**config.mk**
```make
export PLATFORM = sky130hd
export DESIGN_NAME = ifu_fetch_flat
export DESIGN_NICKNAME = d
export VERILOG_FILES = /design/src/rtl/mips_pkg.sv /design/src/rtl/ifu_fetch_if.sv /design/src/rtl/fifo_sync.sv /design/src/rtl/ifu_fetch.sv /design/src/flat_wrapper.sv
export SDC_FILE = /design/constraint.sdc
export NUM_CORES = 1
export LEC_CHECK = 0
export CORE_MARGIN = 5
export CORE_UTILIZATION = 38
export CTS_CLUSTER_DIAMETER = 30
export DETAILED_ROUTE_END_ITERATION = 10
export GPL_TIMING_DRIVEN = 1
export SLEW_MARGIN = 40
export SYNTH_ARGS = -nofsm -noshare
export SYNTH_HDL_FRONTEND = slang
export SYNTH_HIERARCHICAL = 1
export SYNTH_SLANG_ARGS = --single-unit
```
**constraint.sdc**
```tcl
create_clock -name clk -period 6.09 [get_ports clk]
set_input_delay 1.218 -clock clk [delete_from_list [all_inputs] [get_ports clk]]
set_output_delay 1.218 -clock clk [all_outputs]
set_load 0.005 [all_outputs]
```
**src/rtl/mips_pkg.sv**
```systemverilog
// Shared fetch-path types and constants: PC/instruction widths, reset vector,
// next-PC select encodings and the buffered fetch entry.
package mips_pkg;
  localparam int PC_W   = 30;
  localparam int INST_W = 32;

  typedef logic [PC_W-1:0]   pc_t;
  typedef logic [INST_W-1:0] inst_t;

  localparam pc_t RESET_PC = 30'h0C00;

  typedef enum logic [1:0] {
    NPC_SEQ = 2'b00,
    NPC_BR  = 2'b01,
    NPC_J   = 2'b10,
    NPC_JR  = 2'b11
  } npc_sel_e;

  // One buffered instruction together with the word address it came from.
  typedef struct packed {
    inst_t inst;
    pc_t   pc;
  } fetch_ent_t;
endpackage

```
**src/rtl/ifu_fetch_if.sv**
```systemverilog
// Fetch-unit boundary: redirect input, instruction-memory request/response
// channel and the decode-side instruction handshake.
interface ifu_fetch_if;
  import mips_pkg::*;

  logic  redirect;
  pc_t   npc_in;
  logic  imem_req_valid;
  logic  imem_req_ready;
  pc_t   imem_req_addr;
  logic  imem_rsp_valid;
  inst_t imem_rsp_data;
  logic  inst_valid;
  logic  inst_ready;
  inst_t inst_out;
  pc_t   inst_pc;

  modport master (
    input  redirect, npc_in, imem_req_ready, imem_rsp_valid, imem_rsp_data, inst_ready,
    output imem_req_valid, imem_req_addr, inst_valid, inst_out, inst_pc
  );

  modport slave (
    output redirect, npc_in, imem_req_ready, imem_rsp_valid, imem_rsp_data, inst_ready,
    input  imem_req_valid, imem_req_addr, inst_valid, inst_out, inst_pc
  );
endinterface

```
**src/rtl/fifo_sync.sv**
```systemverilog
// Small synchronous FIFO with first-word-fall-through head, occupancy count
// and a flush that empties it in one cycle. DEPTH must be a power of two.
module fifo_sync #(
  parameter int WIDTH = 8,
  parameter int DEPTH = 2
) (
  input  logic                       clk,
  input  logic                       rst,
  input  logic                       i_flush,
  input  logic                       i_push,
  input  logic [WIDTH-1:0]           i_din,
  input  logic                       i_pop,
  output logic [WIDTH-1:0]           o_dout,
  output logic [$clog2(DEPTH):0]     o_count
);
  localparam int AW = $clog2(DEPTH);
  localparam logic [AW:0] FULL_CNT = (AW+1)'(DEPTH);

  logic [WIDTH-1:0] r_mem [DEPTH];
  logic [AW-1:0]    r_wr_ptr;
  logic [AW-1:0]    r_rd_ptr;
  logic [AW:0]      r_count;
  logic             w_push;
  logic             w_pop;

  // A push into a full FIFO is only accepted when the head leaves in the same cycle.
  assign w_pop  = i_pop && (r_count != '0);
  assign w_push = i_push && ((r_count != FULL_CNT) || w_pop);

  always_ff @(posedge clk) begin
    if (rst || i_flush) begin
      r_wr_ptr <= '0;
      r_rd_ptr <= '0;
      r_count  <= '0;
    end else begin
      if (w_push) r_wr_ptr <= r_wr_ptr + AW'(1);
      if (w_pop)  r_rd_ptr <= r_rd_ptr + AW'(1);
      r_count <= r_count + (AW+1)'(w_push) - (AW+1)'(w_pop);
    end
  end

  always_ff @(posedge clk) begin
    if (w_push) r_mem[r_wr_ptr] <= i_din;
  end

  assign o_dout  = r_mem[r_rd_ptr];
  assign o_count = r_count;
endmodule

```
**src/rtl/ifu_fetch.sv**
```systemverilog
// Instruction-fetch front end: owns the fetch PC, issues credit-limited memory
// requests, buffers in-order responses and drops stale ones after a redirect.
module ifu_fetch
  import mips_pkg::*;
#(
  parameter pc_t RESET_PC = mips_pkg::RESET_PC,
  parameter int  DEPTH    = 2
) (
  input logic         clk,
  input logic         rst,
  ifu_fetch_if.master bus
);
  localparam int CW = $clog2(DEPTH) + 1;

  pc_t           r_fetch_pc;
  logic [CW-1:0] r_outstanding;
  logic [CW-1:0] r_drop_cnt;
  logic [CW-1:0] w_tag_count;
  logic [CW-1:0] w_buf_count;
  pc_t           w_tag;
  fetch_ent_t    w_buf_din;
  fetch_ent_t    w_buf_dout;
  logic          w_credit;
  logic          w_req_fire;
  logic          w_rsp_fire;
  logic          w_drop;
  logic          w_buf_push;
  logic          w_buf_pop;
  logic          w_inst_valid;

  // Credit covers both in-flight requests and buffered words, so the buffer cannot overflow.
  assign w_credit   = ({1'b0, r_outstanding} + {1'b0, w_buf_count}) < (CW+1)'(DEPTH);
  assign w_req_fire = bus.imem_req_valid && bus.imem_req_ready;
  assign w_rsp_fire = !rst && bus.imem_rsp_valid && (r_outstanding != '0);
  assign w_drop     = (r_drop_cnt != '0);
  assign w_buf_push = w_rsp_fire && !w_drop && !bus.redirect;
  assign w_inst_valid = !rst && (w_buf_count != '0);
  assign w_buf_pop  = w_inst_valid && bus.inst_ready;
  assign w_buf_din  = '{inst: bus.imem_rsp_data, pc: w_tag};

  assign bus.imem_req_valid = !rst && !bus.redirect && w_credit;
  assign bus.imem_req_addr  = r_fetch_pc;
  assign bus.inst_valid     = w_inst_valid;
  assign bus.inst_out       = rst ? '0 : w_buf_dout.inst;
  assign bus.inst_pc        = rst ? '0 : w_buf_dout.pc;

  fifo_sync #(.WIDTH(PC_W), .DEPTH(DEPTH)) u_tag_fifo (
    .clk     (clk),
    .rst     (rst),
    .i_flush (1'b0),
    .i_push  (w_req_fire),
    .i_din   (r_fetch_pc),
    .i_pop   (w_rsp_fire),
    .o_dout  (w_tag),
    .o_count (w_tag_count)
  );

  fifo_sync #(.WIDTH($bits(fetch_ent_t)), .DEPTH(DEPTH)) u_inst_buf (
    .clk     (clk),
    .rst     (rst),
    .i_flush (bus.redirect),
    .i_push  (w_buf_push),
    .i_din   (w_buf_din),
    .i_pop   (w_buf_pop),
    .o_dout  (w_buf_dout),
    .o_count (w_buf_count)
  );

  always_ff @(posedge clk) begin
    if (rst) begin
      r_fetch_pc    <= RESET_PC;
      r_outstanding <= '0;
      r_drop_cnt    <= '0;
    end else begin
      r_outstanding <= r_outstanding + CW'(w_req_fire) - CW'(w_rsp_fire);
      if (bus.redirect) begin
        // Everything still in flight after this cycle belongs to the old stream.
        r_fetch_pc <= bus.npc_in;
        r_drop_cnt <= r_outstanding - CW'(w_rsp_fire);
      end else begin
        if (w_req_fire)           r_fetch_pc <= r_fetch_pc + pc_t'(1);
        if (w_rsp_fire && w_drop) r_drop_cnt <= r_drop_cnt - CW'(1);
      end
    end
  end

  always_ff @(posedge clk) begin
    if (!rst) begin
      a_rsp_expected: assert (!(bus.imem_rsp_valid && (r_outstanding == '0)));
      a_tag_tracks:   assert (w_tag_count == r_outstanding);
    end
  end
endmodule

```
**src/flat_wrapper.sv**
```systemverilog
// flat-port wrapper written by rule: the top's interface ports become plain ports
module ifu_fetch_flat import mips_pkg::*;
#(
  parameter pc_t RESET_PC = mips_pkg::RESET_PC,
  parameter int  DEPTH    = 2
)
  (clk, rst, bus_redirect, bus_npc_in, bus_imem_req_ready, bus_imem_rsp_valid, bus_imem_rsp_data, bus_inst_ready, bus_imem_req_valid, bus_imem_req_addr, bus_inst_valid, bus_inst_out, bus_inst_pc);
  ifu_fetch_if bus_i ();
  input logic clk;
  input logic rst;
  input wire logic [$bits(bus_i.redirect)-1:0] bus_redirect;
  input wire logic [$bits(bus_i.npc_in)-1:0] bus_npc_in;
  input wire logic [$bits(bus_i.imem_req_ready)-1:0] bus_imem_req_ready;
  input wire logic [$bits(bus_i.imem_rsp_valid)-1:0] bus_imem_rsp_valid;
  input wire logic [$bits(bus_i.imem_rsp_data)-1:0] bus_imem_rsp_data;
  input wire logic [$bits(bus_i.inst_ready)-1:0] bus_inst_ready;
  output wire logic [$bits(bus_i.imem_req_valid)-1:0] bus_imem_req_valid;
  output wire logic [$bits(bus_i.imem_req_addr)-1:0] bus_imem_req_addr;
  output wire logic [$bits(bus_i.inst_valid)-1:0] bus_inst_valid;
  output wire logic [$bits(bus_i.inst_out)-1:0] bus_inst_out;
  output wire logic [$bits(bus_i.inst_pc)-1:0] bus_inst_pc;
  assign bus_i.redirect = bus_redirect;
  assign bus_i.npc_in = bus_npc_in;
  assign bus_i.imem_req_ready = bus_imem_req_ready;
  assign bus_i.imem_rsp_valid = bus_imem_rsp_valid;
  assign bus_i.imem_rsp_data = bus_imem_rsp_data;
  assign bus_i.inst_ready = bus_inst_ready;
  assign bus_imem_req_valid = bus_i.imem_req_valid;
  assign bus_imem_req_addr = bus_i.imem_req_addr;
  assign bus_inst_valid = bus_i.inst_valid;
  assign bus_inst_out = bus_i.inst_out;
  assign bus_inst_pc = bus_i.inst_pc;
  ifu_fetch #(.RESET_PC(RESET_PC), .DEPTH(DEPTH)) u_core (.clk(clk), .rst(rst), .bus(bus_i));
endmodule
```
# --- Yosys cells after proc, flatten, opt, wreduce, memory -nomap -nowiden ---
# Memory sizes are Yosys's and may differ from the RTL's. A register that Yosys moved wholly into a read port is not among the register bits.
# Index checks and enable logic that the tools add are counted.
op_classes:
  addsub: 14
  mul: 0
  div: 0
  magnitude_cmp: 1
  eq_ne: 2
  shift: 0
  n_mux: 14
  n_bitwise: 0
  reduce_logical: 26
op_table:
  columns: ["op", "count"]
  rows:
  - ["$mux 30", 3]
  - ["$mux 32", 1]
  - ["$add 30x1->30 const B", 1]
  - ["$logic_and 1x1->1", 14]
  - ["$reduce_bool 2->1", 6]
  - ["$mux 1", 8]
  - ["$sub 2x1->2", 4]
  - ["$add 2x1->2", 3]
  - ["$add 1x1->1 const B", 4]
  - ["$mux 2", 2]
  - ["$ne 2x2->1 const B", 2]
  - ["$add 2x2->3", 1]
  - ["$logic_not 1->1", 3]
  - ["$logic_or 1x1->1", 3]
  - ["$lt 3x2->1 const B", 1]
  - ["$sub 2x1->2 const B", 1]
word_totals:
  register_bits: 42
  latchBits: 0
  mem_bits_rw: 184
  rom_bits: 0
  in_bits: 68
  output_inout_bits: 94
  mem_count: 2
mem_list:
  columns: ["memory", "depth", "word_bits", "read_ports", "rd_ports_with_merged_regs", "write_ports", "line", "source"]
  rows:
  - ["u_core.u_inst_buf.r_mem", 2, 62, 1, 1, 1, "fifo_sync.sv:19", "logic [WIDTH-1:0] r_mem [DEPTH];"]
  - ["u_core.u_tag_fifo.r_mem", 2, 30, 1, 1, 1, "fifo_sync.sv:19", null]

# --- Logic depth before layout (Yosys ltp) ---
logic_depth:
  ltp_word: 8
  depth_mapped: 13

# --- Modules after synthesis ---
# The synthesis kept the hierarchy.
by_module_without_submodules:
  columns: ["mod", "n_inst", "cells_each", "area_per_inst_um2"]
  rows:
  - ["fifo_sync (u_core.u_inst_buf)", 1, 218, 4968.5]
  - ["ifu_fetch", 1, 358, 2735.1]
  - ["fifo_sync (u_core.u_tag_fifo)", 1, 118, 2397.3]

# --- Worst setup path before layout ---
# Ideal clock, no wire load.
synth_timing:
  path_kind: "in2reg"
  startpoint: "input port rst"
  endpoint: "memory u_core/u_inst_buf/r_mem[0][0] (netlist bit), enable pin"
  setup_time_ns: 0.482
  arrival_ns: 4.934
  t_required_ns: 5.608
  slack_ns: 0.674
  cell_stages: 5
  cell_sequence: "clkbuf_1 > nor3b_1 > and3_1 > o31ai_4 > nor2_1"
synth_between:
  elab_chain_len: 8
  word_cells_on_any_way: 12
synth_rtl:
  columns: ["item", "line", "source"]
  rows:
  - ["from (decl)", "flat_wrapper.sv:10", "input logic rst;"]
  - ["$logic_not 1->1", "ifu_fetch.sv:34", "assign w_rsp_fire = !rst && bus.imem_rsp_valid && (r_outstanding != '0);"]
  - ["$logic_and 1x1->1 (2 in a row)", "ifu_fetch.sv:34", null]
  - ["via u_core.w_rsp_fire", "ifu_fetch.sv:25", "logic w_rsp_fire;"]
  - ["$logic_and 1x1->1 (2 in a row)", "ifu_fetch.sv:36", "assign w_buf_push = w_rsp_fire && !w_drop && !bus.redirect;"]
  - ["via u_core.w_buf_push", "ifu_fetch.sv:27", "logic w_buf_push;"]
  - ["$logic_and 1x1->1", "fifo_sync.sv:28", "assign w_push = i_push && ((r_count != FULL_CNT) || w_pop);"]
  - ["$mux 1", "fifo_sync.sv:43", "if (w_push) r_mem[r_wr_ptr] <= i_din;"]
  - ["$mux 1 (not written as such)", "fifo_sync.sv:43", null]
  - ["to (decl)", "fifo_sync.sv:19", null]
# The timed path passes the listed nets, and every way through them passes these cells.

# --- Final worst setup path ---
layout_timing:
  startpoint: "input port bus_redirect"
  endpoint: "output port bus_imem_req_valid"
layout_between:
  elab_chain_len: 3
layout_rtl:
  columns: ["item", "line", "source"]
  rows:
  - ["from (decl)", "flat_wrapper.sv:11", "input wire logic [$bits(bus_i.redirect)-1:0] bus_redirect;"]
  - ["$logic_not 1->1", "ifu_fetch.sv:41", "assign bus.imem_req_valid = !rst && !bus.redirect && w_credit;"]
  - ["$logic_and 1x1->1 (2 in a row)", "ifu_fetch.sv:41", null]
  - ["to (decl)", "flat_wrapper.sv:17", "output wire logic [$bits(bus_i.imem_req_valid)-1:0] bus_imem_req_valid;"]
# Every way passes these cells.

==> flow_metrics.py <==
metrics = {
    "clocking": {
        "cts_hold_buf": 0,
        "cts_resized": 0,
        "cts_setup_buffers": 0,
        "cts_root_buffer": "clkbuf_16",
        "h-tree-depth": 2,
        "cts_tree": "built",
        "insertion_delay_ns": 0.51,
        "clk_pin_slew_worst_paths_ns": 0.04,
        "cts_buffers": 45,
        "clk_path_buf_depth": 3,
        "cts_sinks": 228,
    },
    "global_routing": {
        "grt_max_degree": 45,
        "antenna_found_initial": 0,
        "grt_pass1_vias": 6306,
        "grt-ovfl-total": 0,
        "grt_pass1_wl_mm": 35.7,
        "grt_util_all_layers": 0.150,
    },
    "min_path": {
        "hp-start": "u_core/u_tag_fifo/r_wr_ptr$_SDFFE_PP0P_",
        "timing.hold.worst.class": "flop to flop",
        "min_to": "u_core/u_tag_fifo/r_wr_ptr$_SDFFE_PP0P_",
        "hold_depth": 2,
    },
    "placement": {
        "dp.cells": 1171,
        "gp_congestion": 0.789,
        "place.port_buffers": 161,
        "dp_hpwl_mm": 15.0,
        "placed_area_sq_mm": 0.0120,
    },
    "floorplanning": {
        "die-area_sq_mm": 0.0299,
        "core_sq_mm": 0.0261,
        "ios": 162,
        "rows": 59,
        "die_height_microns": 173,
        "start_util": 0.387,
        "die_width_microns": 173,
    },
    "synthesis": {
        "netlist_area_sq_mm": 0.0101,
        "synth.area.top_cells": "edfxtp_1 55%, mux2_4 8.9%, dfxtp_1 8.7%",
        "ys_ff_latch": 228,
        "synth-seq-area-share": 0.634,
        "async_flop_share": 0,
        "yosysWarnings": 6,
        "ys.flop_type": "edfxtp_1",
        "avgSynthCellArea_sq_um": 14.6,
        "synth_enable_flop_cells": 184,
        "postSynthCellCount": 694,
        "yosysTopAreaCell": "edfxtp_1",
        "yosysUniqueCellTypes": 61,
        "synth_top_area_frac": 0.547,
    },
    "setup_path": {
        "reg2reg_from": "u_core/u_inst_buf/o_count[0]$_SDFF_PP0_",
        "r2r_slack_ns": 2.84,
        "criticalPathCategory": "input pin to output pin",
        "startpoint_type": "input pin",
        "worstSetupEndpointType": "output pin",
        "r2r_cells": 13,
        "worstPathRequired_ns": 4.87,
        "cp_max_fo": 34,
        "arrival_ns": 2.97,
        "rr_endpoint": "u_core/u_tag_fifo/o_count[1]$_SDFF_PP0_",
    },
    "finish": {
        "drive_gt1_frac": 0.218,
        "design_area_sq_mm": 0.0135,
        "fill_cells": 2217,
        "area_growth_pct": 33.6,
        "antenna_cells": 0,
        "fin_cells": 1254,
        "layout_common_cells": "184 x edfxtp_1, 160 x clkdlybuf4s50_1, 64 x nor2b_1, 60 x mux2_4, 45 x clkbuf_16",
        "layout_commonest_cell": "edfxtp_1",
        "register_area_sq_mm": 0.00641,
        "nets": 961,
        "multi_input_comb_area_sq_mm": 0.00338,
    },
    "pwr": {
        "total_power_uw": 4280,
        "sw_frac_of_total": 0.210,
        "p_switching_uw": 897,
        "power_frac_seq": 0.410,
        "p_per_area_mw_per_mm2": 317,
        "combinationalPowerShare": 0.052,
        "internal_power_uw": 3390,
        "power_frac_clock": 0.538,
        "ir_drop_mv": 0.206,
        "p_leak_uw": 0.00466,
    },
    "routing": {
        "vias_per_cell": 4.99,
        "wl_per_cell_microns": 18.2,
        "wl_mm": 22.8,
        "drc": 0,
        "drtIter0Drc": 385,
        "first_pass_iters": 4,
        "ant_nets": 0,
        "vias": 6263,
    },
    "timing": {
        "hold-worst-slack_ns": 0.485,
        "setup_viol": 0,
        "drv_slew": 0,
        "period_needed_ns": 4.19,
        "fmax_ghz": 0.239,
        "fin_tns_setup_ns": 0,
        "rsz0062_at_grt": "false",
        "skew_ns": 0.0120,
        "tightest_slew_ns": 0.599,
        "hold_viol_final": 0,
        "max_slew_margin": 0.601,
        "finalCritPeriodShare": 0.688,
    },
    "job": {
        "drv_cap": 0,
    },
    "status": {
        "outcome": "finished clean",
    },
}
## cell usage after synthesis (9+ instances only)
| library cell | number |
|---|---|
| o311ai_1 | 10 |
| nand4_1 | 13 |
| nor2b_1 | 64 |
| nor3_1 | 13 |
| mux2_4 | 60 |
| xnor2_1 | 9 |
| nand3_1 | 15 |
| nor2_1 | 26 |
| nand2_1 | 35 |
| clkbuf_1 | 13 |
| a31oi_1 | 10 |
| or4_1 | 11 |
| ha_1 | 9 |
| edfxtp_1 | 184 |
| buf_6 | 11 |
| inv_1 | 15 |
| mux2_2 | 32 |
| dfxtp_1 | 44 |
## cell families (layout without fill, tap and decap cells)
family | Yosys count | after routing | synth area share
XOR/XNOR | 12 | 12 | 0.0104
AO/OA/AOI/OAI | 70 | 70 | 0.0538
AND/OR/NAND/NOR | 223 | 223 | 0.126
multiplexers | 95 | 95 | 0.128
buffers and inverters | 55 | 277 | 0.0338
adder cells (fa/ha/maj) | 10 | 10 | 0.0131
flip-flops | 228 | 228 | 0.634
other | 1 | 4 | 0.000371
## critical path: stages
cell and delay, ns:
clkdlybuf4s50_1 0.39, buf_4 0.25, or2_2 0.39, nor3_1 0.17
clkdlybuf4s50_1 0.54
## flip-flops by register name, indices dropped and copies added (netlist names), named ones only
signal	flops
u_core/u_tag_fifo/r_wr_ptr	1
u_core/r_outstanding	2
u_core/r_drop_cnt	2
u_core/u_inst_buf/r_rd_ptr	1
u_core/u_inst_buf/r_mem	124
u_core/u_inst_buf/r_wr_ptr	1
u_core/u_tag_fifo/r_rd_ptr	1
u_core/u_tag_fifo/r_mem	60
u_core/bus.imem_req_addr	30
u_core/u_inst_buf/o_count	2
u_core/u_tag_fifo/o_count	2
## layout make-up
type,count,share of cell area
sequential,228,0.475
multi-input combinational,414,0.251
timing repair buffer,175,0.129
clock buffer,52,0.0869
tap,335,0.0311
clock inverter,31,0.0209
inverter,19,0.00566
## stage by stage
stage | utilization | setup slack [ns]
final | 0.516 | 1.90
after CTS | 0.516 | 1.89
after global placement | 0.459 | 1.93
after global routing | 0.516 | 1.82
after floorplan | - | 0.674
after detailed placement | 0.461 | 1.91
## power groups by stage
stage               logic, uW  clock network [uW]  registers [uW]
floorplan                95.9                   0            1770
global placement          226                   0            1780
detailed placement        227                   0            1780
CTS                       229                2350            1750
global route              246                2440            1760
finish                    225                2300            1750
## layer usage
layer | routed length [microns] | vias up | GRT usage
met1 | 10200 | 2979 | 0.201
met5 | 0 | - | 0
met4 | 614 | 0 | 0.0529
met2 | 10600 | 220 | 0.237
li1 | - | 3021 | -
met3 | 1420 | 43 | 0.0382
## worst max-delay path by stage
stage,from,end,cells past startpoint
6_report,bus_redirect,bus_imem_req_valid,5
5_1_grt,bus_redirect,bus_imem_req_valid,5
4_1_cts,bus_redirect,bus_imem_req_valid,5
3_5_place_dp,bus_redirect,bus_imem_req_valid,5
3_3_place_gp,bus_redirect,bus_imem_req_valid,5
2_1_floorplan,rst,u_core/u_inst_buf/r_mem[0][0]$_DFFE_PP_,5
(Power assumes the default switching activity.)
